**src/rtl/fwd_hazard_unit.sv**
```systemverilog
// ---------------------------------------------------------------------------
// fwd_hazard_unit
//
// Forwarding / load-use hazard controller for the EX-stage ALU operand muxes.
// Keeps a shadow copy of the destination information of the instructions
// currently in EX (EXS) and MEM (MEMS). From those it decides, for the
// instruction leaving ID, where each ALU operand should come from. That
// decision is registered so that it lines up with the instruction once it
// sits in EX.
//
// Ports
//   clk, rst            rising-edge clock, synchronous active-high reset
//   id_valid            ID holds a real instruction
//   id_rs / id_rt       source A / B register specifiers
//   id_uses_rs/_rt      instruction actually reads rs / rt
//   id_rd, id_wr_en     destination specifier and its write enable
//   id_is_load          the result is produced by data memory (late)
//   flush               taken branch/jump: squash ID and EX
//   stall               combinational: hold PC and IF/ID, bubble into EX
//   fwdA_sel1/_sel2     operand A mux select {sel1,sel2}:
//                       00 register file, 01 EX/MEM, 10 MEM/WB
//   fwdB_sel1/_sel2     operand B mux select, same encoding
//   stall_count         saturating count of stall cycles since reset
// ---------------------------------------------------------------------------
module fwd_hazard_unit #(
  parameter int REG_ADDR_W  = 6,
  parameter bit ZERO_REG_EN = 1'b1,
  parameter int CNT_W       = 16
) (
  input  logic                  clk,
  input  logic                  rst,
  input  logic                  id_valid,
  input  logic [REG_ADDR_W-1:0] id_rs,
  input  logic [REG_ADDR_W-1:0] id_rt,
  input  logic                  id_uses_rs,
  input  logic                  id_uses_rt,
  input  logic [REG_ADDR_W-1:0] id_rd,
  input  logic                  id_wr_en,
  input  logic                  id_is_load,
  input  logic                  flush,
  output logic                  stall,
  output logic                  fwdA_sel1,
  output logic                  fwdA_sel2,
  output logic                  fwdB_sel1,
  output logic                  fwdB_sel2,
  output logic [CNT_W-1:0]      stall_count
);

  localparam int NUM_OPS = 2;

  localparam logic [1:0] SEL_RF    = 2'b00;
  localparam logic [1:0] SEL_EXMEM = 2'b01;
  localparam logic [1:0] SEL_MEMWB = 2'b10;

  // EX shadow slot
  logic                  exs_v_q,  exs_v_d;
  logic [REG_ADDR_W-1:0] exs_rd_q, exs_rd_d;
  logic                  exs_wr_q, exs_wr_d;
  logic                  exs_ld_q, exs_ld_d;

  // MEM shadow slot. The load flag is not kept here: once a load has reached
  // MEM its data is forwardable from MEM/WB, so only EX cares about loads.
  logic                  mems_v_q,  mems_v_d;
  logic [REG_ADDR_W-1:0] mems_rd_q, mems_rd_d;
  logic                  mems_wr_q, mems_wr_d;

  logic [1:0]            fwd_a_q, fwd_a_d;
  logic [1:0]            fwd_b_q, fwd_b_d;
  logic [CNT_W-1:0]      stall_count_q, stall_count_d;

  // A slot matches a source when it holds a live, writing instruction with
  // that destination. r0 never matches when it is hardwired to zero.
  function automatic logic slot_match(
    input logic                  v,
    input logic                  wr,
    input logic [REG_ADDR_W-1:0] rd,
    input logic [REG_ADDR_W-1:0] src
  );
    return v & wr & (rd == src) & ~(ZERO_REG_EN & (src == '0));
  endfunction

  // Per-operand view of the ID instruction
  logic [REG_ADDR_W-1:0] op_reg     [NUM_OPS];
  logic                  op_use     [NUM_OPS];
  logic                  op_hit_ex  [NUM_OPS];
  logic                  op_hit_mem [NUM_OPS];
  logic [1:0]            op_sel     [NUM_OPS];

  assign op_reg[0] = id_rs;
  assign op_reg[1] = id_rt;
  assign op_use[0] = id_uses_rs;
  assign op_use[1] = id_uses_rt;

  generate
    for (genvar gi = 0; gi < NUM_OPS; gi++) begin : g_op
      assign op_hit_ex[gi]  = op_use[gi] &
                              slot_match(exs_v_q, exs_wr_q, exs_rd_q, op_reg[gi]);
      assign op_hit_mem[gi] = op_use[gi] &
                              slot_match(mems_v_q, mems_wr_q, mems_rd_q, op_reg[gi]);
      // The EX slot holds the younger producer, so it wins over MEM.
      assign op_sel[gi] = op_hit_ex[gi]  ? SEL_EXMEM :
                          op_hit_mem[gi] ? SEL_MEMWB : SEL_RF;
    end
  endgenerate

  // A load in EX has no data yet for a consumer entering EX next cycle.
  // A flush squashes the consumer anyway, so it suppresses the stall.
  assign stall = id_valid & ~flush & exs_ld_q & (op_hit_ex[0] | op_hit_ex[1]);

  always_comb begin
    // The MEM slot always follows EX; EX is never held, only bubbled.
    mems_v_d      = exs_v_q;
    mems_rd_d     = exs_rd_q;
    mems_wr_d     = exs_wr_q;

    exs_v_d       = id_valid;
    exs_rd_d      = id_rd;
    exs_wr_d      = id_wr_en;
    exs_ld_d      = id_is_load;
    fwd_a_d       = op_sel[0];
    fwd_b_d       = op_sel[1];
    stall_count_d = stall_count_q;

    if (flush || stall) begin
      exs_v_d  = 1'b0;
      exs_rd_d = '0;
      exs_wr_d = 1'b0;
      exs_ld_d = 1'b0;
      fwd_a_d  = SEL_RF;
      fwd_b_d  = SEL_RF;
    end

    if (stall && (stall_count_q != {CNT_W{1'b1}})) begin
      stall_count_d = stall_count_q + CNT_W'(1);
    end
  end

  always_ff @(posedge clk) begin
    if (rst) begin
      exs_v_q       <= 1'b0;
      exs_rd_q      <= '0;
      exs_wr_q      <= 1'b0;
      exs_ld_q      <= 1'b0;
      mems_v_q      <= 1'b0;
      mems_rd_q     <= '0;
      mems_wr_q     <= 1'b0;
      fwd_a_q       <= SEL_RF;
      fwd_b_q       <= SEL_RF;
      stall_count_q <= '0;
    end else begin
      exs_v_q       <= exs_v_d;
      exs_rd_q      <= exs_rd_d;
      exs_wr_q      <= exs_wr_d;
      exs_ld_q      <= exs_ld_d;
      mems_v_q      <= mems_v_d;
      mems_rd_q     <= mems_rd_d;
      mems_wr_q     <= mems_wr_d;
      fwd_a_q       <= fwd_a_d;
      fwd_b_q       <= fwd_b_d;
      stall_count_q <= stall_count_d;
    end
  end

  assign fwdA_sel1   = fwd_a_q[1];
  assign fwdA_sel2   = fwd_a_q[0];
  assign fwdB_sel1   = fwd_b_q[1];
  assign fwdB_sel2   = fwd_b_q[0];
  assign stall_count = stall_count_q;

endmodule

```
**config.mk**
```make
export PLATFORM = sky130hd
export DESIGN_NAME = fwd_hazard_unit
export DESIGN_NICKNAME = d
export VERILOG_FILES = /design/src/rtl/fwd_hazard_unit.sv
export SDC_FILE = /design/constraint.sdc
export NUM_CORES = 1
export LEC_CHECK = 0
export CAP_MARGIN = 10
export CORE_MARGIN = 1.5
export CORE_UTILIZATION = 40
export CTS_CLUSTER_DIAMETER = 200
export DETAILED_ROUTE_END_ITERATION = 12
export HOLD_SLACK_MARGIN = 0.1
export PLACE_DENSITY = 0.68
export SYNTH_ARGS = -nofsm -noshare
export SYNTH_HDL_FRONTEND = slang
export SYNTH_SLANG_ARGS = --single-unit
export TNS_END_PERCENT = 10
```
**constraint.sdc**
```tcl
create_clock -name clk -period 2.9 [get_ports clk]
set_input_delay 0.29 -clock clk [delete_from_list [all_inputs] [get_ports clk]]
set_output_delay 0.29 -clock clk [all_outputs]
set_load 0.05 [all_outputs]
```
# Yosys cells after proc, flatten, opt, wreduce, memory -nomap -nowiden
# Index checks and enable logic that the tools add are counted.
[op_classes]
addsub = 1
n_eq_ne = 5
n_mux = 4
n_bitwise = 21
reduce_logical = 7
[ops]
columns = ["cell", "n"]
rows = [
  ["$eq 6x6->1", 4],
  ["$and 1x1->1", 17],
  ["$add 16x1->16 const B", 1],
  ["$ne 16x16->1 const B", 1],
  ["$logic_not 6->1", 2],
  ["$reduce_or 3->1", 2],
  ["$mux 2", 2],
  ["$not 1->1", 3],
  ["$mux 1", 2],
  ["$reduce_or 2->1", 1],
  ["$logic_and 1x1->1", 1],
  ["$logic_or 1x1->1", 1],
  ["$or 1x1->1", 1],
]
[totals]
register_bits = 37
input_bits = 26
out_inout_bits = 21
word_cells = 50

# Logic depth before layout (Yosys ltp)
[logic_depth]
word_depth = 8
mapped_depth = 7

# Worst setup path before layout
# No wires, ideal clock.
[synth_path]
path_type = "reg-to-reg"
start = "register stall_count_q[0] (netlist: stall_count[0])"
end = "register stall_count_q[4] (netlist: stall_count[4])"
arrival_ns = 2.432
slack_ns = 0.344
stages_incl_launch_ff = 8
path_buffers = 0
cell_sequence = "dfxtp_1 > ha_1 > nand2_1 > or4_1 > or2_1 > o211a_4 > nand4_1 > mux2_1"
[synth_via]
elab_chain_len = 2
elab_cells_between_ends = 3
[synth_rtl]
columns = ["element", "line_no", "rtl"]
rows = [
  ["from (decl)", "69", "logic [CNT_W-1:0] stall_count_q, stall_count_d;"],
  ["from (signal assigned)", "160", "stall_count_q <= stall_count_d;"],
  ["branches (longest 2 deep; another with $add 16x1->16)", "-", ""],
]
# Several ways; the timed one is not identified.
# A chain may end at the register's enable or synchronous reset.

# Worst setup path in the final report
[layout_path]
start = "input id_rs[0]"
end = "register fwd_a_q[0]"
[layout_via]
elab_chain_len = 8
elab_cells_between_ends = 11
[layout_rtl]
columns = ["element", "line_no", "rtl"]
rows = [
  ["from (decl)", "33", "input logic [REG_ADDR_W-1:0] id_rs,"],
  ["$eq 6x6->1 / $logic_not 6->1 (equally long branches)", "79", "return v & wr & (rd == src) & ~(ZERO_REG_EN & (src == '0));"],
  ["$and 1x1->1 / $not 1->1 (equally long branches)", "79", ""],
  ["$and 1x1->1 (*)", "79", ""],
  ["$and 1x1->1 (*)", "96", "assign op_hit_ex[gi] = op_use[gi] &"],
  ["$or 1x1->1", "108", "assign stall = id_valid & ~flush & exs_ld_q & (op_hit_ex[0] | op_hit_ex[1]);"],
  ["$and 1x1->1", "108", ""],
  ["$logic_or 1x1->1", "124", "if (flush || stall) begin"],
  ["$reduce_or 2->1 (no line)", "-", ""],
  ["to (signal assigned)", "158", "fwd_a_q <= fwd_a_d;"],
  ["to (decl)", "67", "logic [1:0] fwd_a_q, fwd_a_d;"],
]
# Every way passes the cells marked *; elsewhere a longest branch is shown, timed or not.

==> metrics.csv <==
metric,value,unit
min_path_type,flop to flop,
fin_cells,292,
power,0.00103,W
clock-skew-final,0.00391,ns
rrSetupSlack,0.62,ns
cts-buffers-inserted,5,
cp-start-kind,primary input,
synthFlopType,dfxtp_1,
drv_slew,0,
cellLeakagePower,0.864,nW
wl_per_cell,12.7,um
post-route-util,56.3,%
syn_to_final_growth,36.5,%
async_flop_share,0,%
cp-startpoint,id_rs[0],
maxSlewHeadroom,65.0,%
min_path_cells,1,
drive_gt1_share,9.58,%
dr.pass1.iters,4,
setup_viol,0,
cts_tree,done,
clk_root_buffer_cell,clkbuf_8,
port-buffer-count,46,
place.gp.congestion,0.782,
clk_pin_slew,0.07,ns
postCtsSetupBuffers,0,
min_period,2.39,ns
highest_layer,met4,
via_per_inst,5.01,
nets,267,
p_per_area,423,nW/um2
syn_area_per_cell,9.54,um2
via_count,1463,
hold_end,mems_v_q,
cts_resized,0,
yosys_warnings,0,
vdd.ir_drop.worst,0.000292,V
antenna_left,0,
initial_core_util,41.3,%
grt_max_degree,14,
rr_worst_depth,7,
min_from,exs_v_q,
crit_fanout,8,
hold_viol_final,0,
gr-total-overflow,0,
critPathKind,primary input to flop,
yosysSeqAreaShare,41.5,%
cts.sinks,37,
ios,47,
num_rows,24,
synth_cell_type_count,44,
antenna_found_initial,0,
routed_wl,3710,um
synth_nets,214,
drtIter0Drc,56,
post-route-drc-count,0,
period_share,82.5,%
max_cap_viol_count,0,
synth_edf_count,0,
dieHeight,69.8,um
worstPathRequired,3.12,ns
rsz0062_at_grt,no,
dp_cells,285,
grt_pass1_vias,1430,
wl_met1,1860,um
worstPathArrival,2.62,ns
outcome,"finished, final reports clean",
reg2reg_to,stall_count[4],
reg2reg_from,stall_count[0],
hpwl,3020,um
grt_pass1_wl,6400,um
synth.ff_latch_count,37,
gr-usage-all-layers,16.2,%
clock_latency,0.28,ns
core,4320,um2
wl_met2,1690,um
die_w,69.8,um
tightest_slew,0.523,ns
fmax,418,MHz
syn_inst,187,
setup.worst_path.end_class,flop,
syn_area,1780,um2
die_area,4870,um2
n_antenna_cell,0,
cts_hold_buf,0,
h-tree-depth,2,
wl_met3,105,um
clk_path_buf_depth,2,
tns,0,ns
through the flow:
| stage | worst slack (ns) | hold slack [ns] | cell area [um2] |
|---|---|---|---|
| 2_1_floorplan | 0.344 | 0.412 | 1780 |
| 3_3_place_gp | 0.199 | 0.457 | 2330 |
| 3_5_place_dp | 0.216 | 0.451 | 2330 |
| 4_1_cts | 0.506 | 0.461 | 2430 |
| 5_1_grt | 0.345 | 0.469 | 2430 |
| 6_report | 0.509 | 0.462 | 2430 |
layout make-up:
| type | count | area (um2) |
|---|---|---|
| inverter | 4 | 15.0 |
| sequential | 37 | 741 |
| clock buffer | 5 | 68.8 |
| tap | 52 | 65.1 |
| clock inverter | 2 | 35.0 |
| fill | 412 | 1890 |
| timing repair buffer | 50 | 500 |
| multi-input combinational | 142 | 1010 |
worst max path at each step:
stage / to / depth (start not counted)
4_1_cts: fwd_a_q[0] / 8
3_5_place_dp: fwd_a_q[0] / 8
2_1_floorplan: stall_count[4] / 7
6_report: fwd_a_q[0] / 8
5_1_grt: exs_rd_q[0] / 8
3_3_place_gp: fwd_a_q[0] / 8
cells in the mapped netlist, types with 2 or more instances:
master | count | area (um2)
a21oi_1 | 7 | 35.0
and2_1 | 11 | 68.8
and4_1 | 3 | 26.3
clkbuf_1 | 3 | 11.3
dfxtp_1 | 37 | 741
inv_1 | 4 | 15.0
mux2_1 | 2 | 22.5
nand2_1 | 9 | 33.8
nand3_1 | 6 | 30.0
nand4_1 | 5 | 31.3
nor2_1 | 10 | 37.5
nor2b_1 | 11 | 68.8
nor3_1 | 8 | 40.0
nor4_1 | 4 | 25.0
o21ai_0 | 5 | 25.0
o31ai_1 | 2 | 15.0
or2_1 | 2 | 12.5
or3_1 | 6 | 37.5
or4_1 | 3 | 22.5
xnor2_1 | 5 | 43.8
xor2_1 | 21 | 184
critical path: stages:
cell	delay, ns
clkdlybuf4s50_1	0.47
or4_4	0.58
o31ai_4	0.20
nand3b_1	0.18
nand2_2	0.09
a311oi_2	0.45
buf_4	0.22
and2_1	0.14
power by group:
group / switching [W] / internal [W] / leakage, nW
clock network: 0.000166 / 0.000250 / 0.0540
logic: 0.0000366 / 0.0000531 / 0.510
registers: 0.00000687 / 0.000516 / 0.300
cell usage in the layout (no fill, tap or decap), types with 2 or more instances in the layout:
| master | instances |
|---|---|
| or3_1 | 6 |
| clkdlybuf4s50_1 | 45 |
| xnor2_1 | 5 |
| inv_1 | 4 |
| nand4_1 | 5 |
| or2_1 | 2 |
| nor2_1 | 10 |
| o21ai_0 | 5 |
| clkbuf_8 | 5 |
| xor2_1 | 21 |
| or4_1 | 3 |
| buf_4 | 4 |
| nor4_1 | 4 |
| a21oi_1 | 7 |
| o31ai_1 | 2 |
| nor2b_1 | 11 |
| dfxtp_1 | 37 |
| and2_1 | 11 |
| nand3_1 | 6 |
| and4_1 | 3 |
| nand2_1 | 9 |
| mux2_1 | 2 |
| nor3_1 | 8 |
layer usage:
layer	global-route usage (%)	vias up
met4	6.41	0
met3	3.20	5
met2	25.8	24
li1	-	769
met1	21.7	665
met5	0	-
logic make-up after synthesis:
| logic type | synth area share [%] |
|---|---|
| simple gates | 28.1 |
| flops | 41.5 |
| compound gates | 12.4 |
| xor+xnor | 12.8 |
| buf+inv | 1.89 |
| mux | 2.66 |
| fa+ha+maj | 0.701 |
state kept, by name (all words and copies together) (netlist names):
register / count
mems_rd_q: 6
exs_v_q: 1
exs_wr_q: 1
fwd_b_q: 2
exs_rd_q: 6
fwd_a_q: 2
stall_count: 16
mems_v_q: 1
exs_ld_q: 1
mems_wr_q: 1
(Power assumes the default switching activity.)
